`config.mk`:
```
export PLATFORM = sky130hd
export DESIGN_NAME = seg_scan_controller
export DESIGN_NICKNAME = d
export VERILOG_FILES = /design/src/rtl/seg_pkg.sv /design/src/rtl/seg_next_digit.sv /design/src/rtl/seg_scan_controller.sv
export SDC_FILE = /design/constraint.sdc
export NUM_CORES = 1
export LEC_CHECK = 0
export ABC_AREA = 1
export ABC_CLOCK_PERIOD_IN_PS = 2800
export BUFFER_PORTS_ARGS = -buffer_cell sky130_fd_sc_hd__buf_2
export CAP_MARGIN = 0
export CORE_ASPECT_RATIO = 0.75
export CORE_UTILIZATION = 31
export DETAILED_ROUTE_END_ITERATION = 12
export PLACE_DENSITY_LB_ADDON = 0.12
export SETUP_SLACK_MARGIN = 0.15
export SYNTH_ARGS = -nofsm -noshare
export SYNTH_HDL_FRONTEND = slang
export SYNTH_SLANG_ARGS = --single-unit
export TNS_END_PERCENT = 100
```
`constraint.sdc`:
```
create_clock -name clk -period 2.8 [get_ports clk]
set_input_delay 0.14 -clock clk [delete_from_list [all_inputs] [get_ports clk]]
set_output_delay 0.14 -clock clk [all_outputs]
set_load 0.01 [all_outputs]
```
`src/rtl/seg_pkg.sv`:
```
// -----------------------------------------------------------------------------
// seg_pkg
//   Shared definitions for the seven-segment scan controller:
//     - state_e        : scan FSM state encoding (IDLE / BLANK / SHOW)
//     - NUM_DIGITS     : number of multiplexed digits on the display
//     - anode_inactive : anode bus value with every digit switched off
//     - anode_active   : anode bus value with only one digit lit
// -----------------------------------------------------------------------------
package seg_pkg;

  typedef enum logic [1:0] {
    IDLE  = 2'd0,
    BLANK = 2'd1,
    SHOW  = 2'd2
  } state_e;

  localparam int NUM_DIGITS = 4;

  // Anode bus value with every digit dark, for either anode polarity.
  function automatic logic [NUM_DIGITS-1:0] anode_inactive(input bit active_low);
    return active_low ? {NUM_DIGITS{1'b1}} : {NUM_DIGITS{1'b0}};
  endfunction

  // Anode bus value with only digit 'sel' lit, for either anode polarity.
  function automatic logic [NUM_DIGITS-1:0] anode_active(input logic [1:0] sel,
                                                          input bit         active_low);
    logic [NUM_DIGITS-1:0] onehot;
    onehot = {{(NUM_DIGITS-1){1'b0}}, 1'b1} << sel;
    return active_low ? ~onehot : onehot;
  endfunction

endpackage

```
`src/rtl/seg_next_digit.sv`:
```
// -----------------------------------------------------------------------------
// seg_next_digit
//   Combinational rotate-priority finder. Searches digits_en for the first set
//   bit strictly after cur_sel (cur_sel+1, +2, +3 modulo 4), falling back to
//   cur_sel itself.
//
//   Ports:
//     cur_sel   in  2  digit currently selected (search starts after it)
//     digits_en in  4  per-digit enable mask
//     next_sel  out 2  next enabled digit index (cur_sel when mask is empty)
//     wrap      out 1  next_sel <= cur_sel, i.e. the scan pass wraps
//     none      out 1  no digit enabled at all
// -----------------------------------------------------------------------------
module seg_next_digit
  import seg_pkg::*;
(
  input  logic [1:0]            cur_sel,
  input  logic [NUM_DIGITS-1:0] digits_en,
  output logic [1:0]            next_sel,
  output logic                  wrap,
  output logic                  none
);

  // Walk the candidates from farthest to nearest so the nearest enabled one
  // is written last and wins. Offset 4 (== 0 modulo 4) is cur_sel itself,
  // the lowest-priority fallback.
  always_comb begin
    logic [1:0] idx;
    // NOTE: every output of an always_comb is given a value before any
    // conditional logic, so no path can leave it unassigned and infer a latch.
    next_sel = cur_sel;
    for (int k = NUM_DIGITS; k >= 1; k--) begin
      idx = cur_sel + 2'(k);
      if (digits_en[idx]) next_sel = idx;
    end
  end

  assign wrap = (next_sel <= cur_sel);
  assign none = (digits_en == '0);

endmodule

```
`src/rtl/seg_scan_controller.sv`:
```
// -----------------------------------------------------------------------------
// seg_scan_controller
//   Time-multiplexed scan controller for a 4-digit seven-segment display.
//   Drives the select of the external 4:1 nibble mux and the matching anode,
//   inserting an all-dark blanking gap around every select change to stop
//   ghosting, and skipping digits whose enable bit is clear.
//
//   Ports:
//     clk        in  1  system clock
//     rst        in  1  synchronous, active-high reset
//     enable     in  1  scanning allowed
//     digits_en  in  4  per-digit display enable (bit i = digit i)
//     dp_in      in  4  decimal point request per digit
//     sel        out 2  select to the external 4:1 nibble mux
//     anode      out 4  digit anodes, polarity per ANODE_ACTIVE_LOW
//     dp_n       out 1  active-low decimal point for the lit digit
//     frame_done out 1  one-cycle pulse when a scan pass wraps
//
//   All outputs come straight from registers.
// -----------------------------------------------------------------------------
module seg_scan_controller
  import seg_pkg::*;
#(
  parameter int CLK_DIV          = 50000,  // clocks each digit is lit, >= 1
  parameter int BLANK_CYCLES     = 16,     // dark clocks after a select change, >= 1
  parameter bit ANODE_ACTIVE_LOW = 1'b1    // 1 = anode asserted low
) (
  input  logic                  clk,
  input  logic                  rst,
  input  logic                  enable,
  input  logic [NUM_DIGITS-1:0] digits_en,
  input  logic [NUM_DIGITS-1:0] dp_in,
  output logic [1:0]            sel,
  output logic [NUM_DIGITS-1:0] anode,
  output logic                  dp_n,
  output logic                  frame_done
);

  localparam int MAX_CNT = (CLK_DIV > BLANK_CYCLES) ? CLK_DIV : BLANK_CYCLES;
  localparam int CNT_W   = (MAX_CNT > 1) ? $clog2(MAX_CNT) : 1;

  localparam logic [CNT_W-1:0] BLANK_LAST = CNT_W'(BLANK_CYCLES - 1);
  localparam logic [CNT_W-1:0] SHOW_LAST  = CNT_W'(CLK_DIV - 1);

  localparam logic [NUM_DIGITS-1:0] ANODE_OFF = anode_inactive(ANODE_ACTIVE_LOW);

  state_e                state_q, state_d;
  logic [1:0]            sel_q, sel_d;
  logic [NUM_DIGITS-1:0] anode_q, anode_d;
  logic                  dp_n_q, dp_n_d;
  logic                  frame_done_q, frame_done_d;
  logic [CNT_W-1:0]      cnt_q, cnt_d;

  logic [1:0]            finder_cur;
  logic [1:0]            next_sel;
  logic                  next_wrap;
  logic                  none_en;

  // From IDLE the search starts "after digit 3", so the rotate order becomes
  // 0,1,2,3 and the finder yields the lowest enabled index.
  assign finder_cur = (state_q == IDLE) ? 2'd3 : sel_q;

  seg_next_digit u_next_digit (
    .cur_sel   (finder_cur),
    .digits_en (digits_en),
    .next_sel  (next_sel),
    .wrap      (next_wrap),
    .none      (none_en)
  );

  // Outputs default to "dark": the anode is only driven on cycles that stay
  // in (or enter) SHOW, so a select change can never coincide with a lit digit.
  always_comb begin
    state_d      = state_q;
    sel_d        = sel_q;
    cnt_d        = cnt_q;
    anode_d      = ANODE_OFF;
    dp_n_d       = 1'b1;
    frame_done_d = 1'b0;

    unique case (state_q)
      IDLE: begin
        if (enable && !none_en) begin
          sel_d   = next_sel;
          cnt_d   = '0;
          state_d = BLANK;
        end
      end

      BLANK: begin
        if (!enable || none_en) begin
          cnt_d   = '0;
          state_d = IDLE;
        end else if (cnt_q == BLANK_LAST) begin
          cnt_d   = '0;
          state_d = SHOW;
          anode_d = anode_active(sel_q, ANODE_ACTIVE_LOW);
          dp_n_d  = ~dp_in[sel_q];
        end else begin
          cnt_d = cnt_q + CNT_W'(1);
        end
      end

      SHOW: begin
        if (!enable || none_en) begin
          cnt_d   = '0;
          state_d = IDLE;
        end else if (!digits_en[sel_q] || cnt_q == SHOW_LAST) begin
          // Dwell over (or the lit digit was just disabled): move on.
          sel_d        = next_sel;
          cnt_d        = '0;
          state_d      = BLANK;
          frame_done_d = next_wrap;
        end else begin
          cnt_d   = cnt_q + CNT_W'(1);
          anode_d = anode_active(sel_q, ANODE_ACTIVE_LOW);
          dp_n_d  = ~dp_in[sel_q];
        end
      end

      default: begin
        cnt_d   = '0;
        state_d = IDLE;
      end
    endcase
  end

  always_ff @(posedge clk) begin
    // NOTE: registers use non-blocking assignments so every flop samples the
    // pre-edge values, independent of statement order within the block.
    if (rst) begin
      state_q      <= IDLE;
      sel_q        <= 2'd0;
      anode_q      <= ANODE_OFF;
      dp_n_q       <= 1'b1;
      frame_done_q <= 1'b0;
      cnt_q        <= '0;
    end else begin
      state_q      <= state_d;
      sel_q        <= sel_d;
      anode_q      <= anode_d;
      dp_n_q       <= dp_n_d;
      frame_done_q <= frame_done_d;
      cnt_q        <= cnt_d;
    end
  end

  assign sel        = sel_q;
  assign anode      = anode_q;
  assign dp_n       = dp_n_q;
  assign frame_done = frame_done_q;

endmodule

```
==> flow_summary.yaml <==
logic_synthesis:
  syn_area_mm2: 0.00179
  syn_inst: 278
  ys_top_cells_by_area: "dfxtp_1 29%, nand2_1 14%, nand3_1 8.1%"
  synth.distinct_cells: 30
  ys_warn_count: 0
  synth.avg_cell_area_um2: 6.43
  ys_seq_elements: 26
  synth_seq_area_share: 0.291
  synth_top_area_frac: 0.291
  yosysTopAreaCell: "dfxtp_1"
  syn-num-nets: 296
run:
  max_cap_violations: 0
pwr:
  combPwrFrac: 0.335
  p_seq_frac: 0.376
  p_int_uw: 703
  power.share.clock: 0.289
  swShare: 0.358
  power_density_mw_per_mm2: 539
  ir_drop_v: 0.000206
  switchingPower_uw: 392
  power_leakage_nw: 0.871
floorplanning:
  row_count: 23
  chipWidth_um: 89.7
  ioPinCount: 19
  start_util: 0.329
  die_area_mm2: 0.00608
  coreArea_mm2: 0.00544
  die_height_um: 67.8
clocking:
  root_buffer: "clkbuf_8"
  path_clk_slew_ns: 0.10
  cts-buffers-inserted: 3
  ctsResizeCount: 0
  post_cts_buffers: 0
  htree_levels: 1
  clock-sinks: 26
  cts_tree: "built"
  cts_buffer_depth: 2
  cts_hold_buf: 0
  clk_latency_ns: 0.28
routing:
  vias_per_cell: 4.76
  drt_iter0_drc: 132
  drt-total-wl_um: 4410
  drtPass1Iterations: 4
  wl_per_cell_um: 11.8
  ant_nets: 0
  vias: 1772
  drc: 0
timing:
  max-slew-margin-rel: 0.663
  fmax_mhz: 432
  fin_crit_sh: 0.827
  drv_slew: 0
  rsz0062_at_grt: "no"
  finalHoldViolCount: 0
  fin_setup_tns_ns: 0
  period_minus_slack_ns: 2.32
  finClkSkew_ns: 0.00897
  setup_violations: 0
  worst_pin_slew_ns: 0.504
place:
  gp_congestion: 0.918
  io_buffers: 18
  post-dp-hpwl_um: 3510
  place_inst: 368
cells_and_area:
  antennaDiodeCount: 0
  instances_no_fill: 372
  synthToLayoutAreaGrowth_pct: 13.5
  drive_above_1_share: 0.145
  final_nets: 316
critical_path:
  path_max_fanout: 8
  cp.arrival_ns: 2.54
  worst_setup_path_start_kind: "flop"
  cp.required_ns: 3.02
  path_class: "flop to flop"
  crit_path_end_kind: "flop"
global_routing:
  groute.usage.overall: 0.158
  grt_max_degree: 16
  antenna_found_initial: 0
  globalRoute.totalOverflow: 0
  grt_pass1_vias: 1439
  grt_pass1_wl_um: 7290
hold_path:
  hold_class: "input port to flop"
status:
  status: "completed"
-- per-stage QoR --
step | worst slack, ns | hold WS, ns | util | total power [mW] | cell area [um2]
2_1_floorplan | 0.657 | 0.270 | - | 0.694 | 1790
3_3_place_gp | 0.442 | 0.362 | 0.360 | 0.788 | 1960
3_5_place_dp | 0.401 | 0.382 | 0.360 | 0.785 | 1960
4_1_cts | 0.380 | 0.0752 | 0.373 | 1.11 | 2030
5_1_grt | 0.211 | 0.0731 | 0.373 | 1.19 | 2030
6_report | 0.484 | 0.0724 | 0.373 | 1.09 | 2030
-- cells in the mapped netlist --
cell / instances
a21o_1: 1
a21oi_1: 13
buf_2: 1
buf_4: 1
clkbuf_1: 1
clkinv_1: 1
dfxtp_1: 26
ha_1: 7
inv_1: 37
inv_2: 1
nand2_1: 69
nand2_2: 2
nand2_4: 4
nand2_8: 1
nand3_1: 29
nand4_1: 8
nor2_1: 29
nor2_2: 11
nor2_4: 1
nor3_1: 7
o211ai_1: 2
o21a_1: 1
o21ai_0: 11
o21ai_1: 1
o221ai_1: 1
o22ai_1: 1
o31ai_1: 2
or2_1: 1
xnor2_1: 1
xor2_1: 7
-- power groups by stage --
stage	logic, mW	registers (mW)	clock network [mW]
after floorplan	0.272	0.422	0
after global placement	0.369	0.420	0
after detailed placement	0.365	0.419	0
after CTS	0.366	0.411	0.329
after global routing	0.430	0.415	0.349
final	0.367	0.412	0.316
-- cell families (layout without fill, tap and decap cells) --
family / after synthesis / after routing / synth area share
AND/OR/NAND/NOR: 162 / 162 / 0.426
buffers and inverters: 42 / 61 / 0.0910
AO/OA/AOI/OAI: 33 / 33 / 0.104
flip-flops: 26 / 26 / 0.291
XOR/XNOR: 8 / 8 / 0.0392
adder cells (fa/ha/maj): 7 / 7 / 0.0490
-- routing by layer --
metal | wire [um] | GRT usage | vias to the layer above
met3 | 260 | 0.0330 | 2
met4 | 19 | 0.0238 | 0
met2 | 1670 | 0.208 | 47
met1 | 2450 | 0.257 | 787
met5 | 0 | 0 | -
li1 | - | - | 936
-- worst max-delay path: stages, from the launching register on --
cell     delay, ns
dfxtp_1       0.40
inv_1         0.08
ha_1          0.24
nor2_2        0.23
nand2_1       0.07
o21ai_0       0.14
nand2_1       0.09
nand2_1       0.06
nand3_1       0.06
nand3_1       0.07
nand2_1       0.08
ha_1          0.30
inv_1         0.06
nor2_1        0.03
o21ai_0       0.16
nand4_1       0.11
inv_1         0.06
-- sequential cells by signal, summed over array words and instances, names as in the netlist --
| name | flops |
|---|---|
| anode | 4 |
| state_q | 2 |
| dp_n | 1 |
| cnt_q | 16 |
| frame_done | 1 |
| sel | 2 |
-- placed cells by master (no fill, tap or decap) --
| cell type | count |
|---|---|
| o21ai_0 | 11 |
| inv_1 | 37 |
| nor3_1 | 7 |
| a21oi_1 | 13 |
| xor2_1 | 7 |
| o22ai_1 | 1 |
| o221ai_1 | 1 |
| nand2_8 | 1 |
| nor2_1 | 28 |
| clkbuf_8 | 3 |
| a21o_1 | 1 |
| nand2_1 | 69 |
| inv_2 | 1 |
| nor2_2 | 12 |
| xnor2_1 | 1 |
| o21a_1 | 1 |
| nand2_4 | 4 |
| or2_1 | 1 |
| clkinv_1 | 1 |
| bufinv_16 | 1 |
| o211ai_1 | 2 |
| o21ai_1 | 1 |
| nor2_4 | 1 |
| dfxtp_1 | 26 |
| nand4_1 | 8 |
| nand2_2 | 2 |
| buf_2 | 18 |
| ha_1 | 7 |
| o31ai_1 | 2 |
| nand3_1 | 29 |
-- area by class of cell --
type	instances	area (um2)
clock buffers	3	41.3
clock inverters	1	30.0
inverters	39	146
well taps	75	93.8
multi-input cells	210	1110
repair buffers	18	90.1
flip-flops and latches	26	520
fillers	594	3410
-- final timing paths --
check	to	cells past startpoint	start	slack, ns
worst max register to register	frame_done	16	state_q[0]	0.48
worst min-delay path	dp_n	2	dp_in[0]	0.07
worst min register to register	cnt_q[1]	2	cnt_q[1]	0.50
worst max-delay path	frame_done	16	state_q[0]	0.48
(Power assumes the default switching activity.)
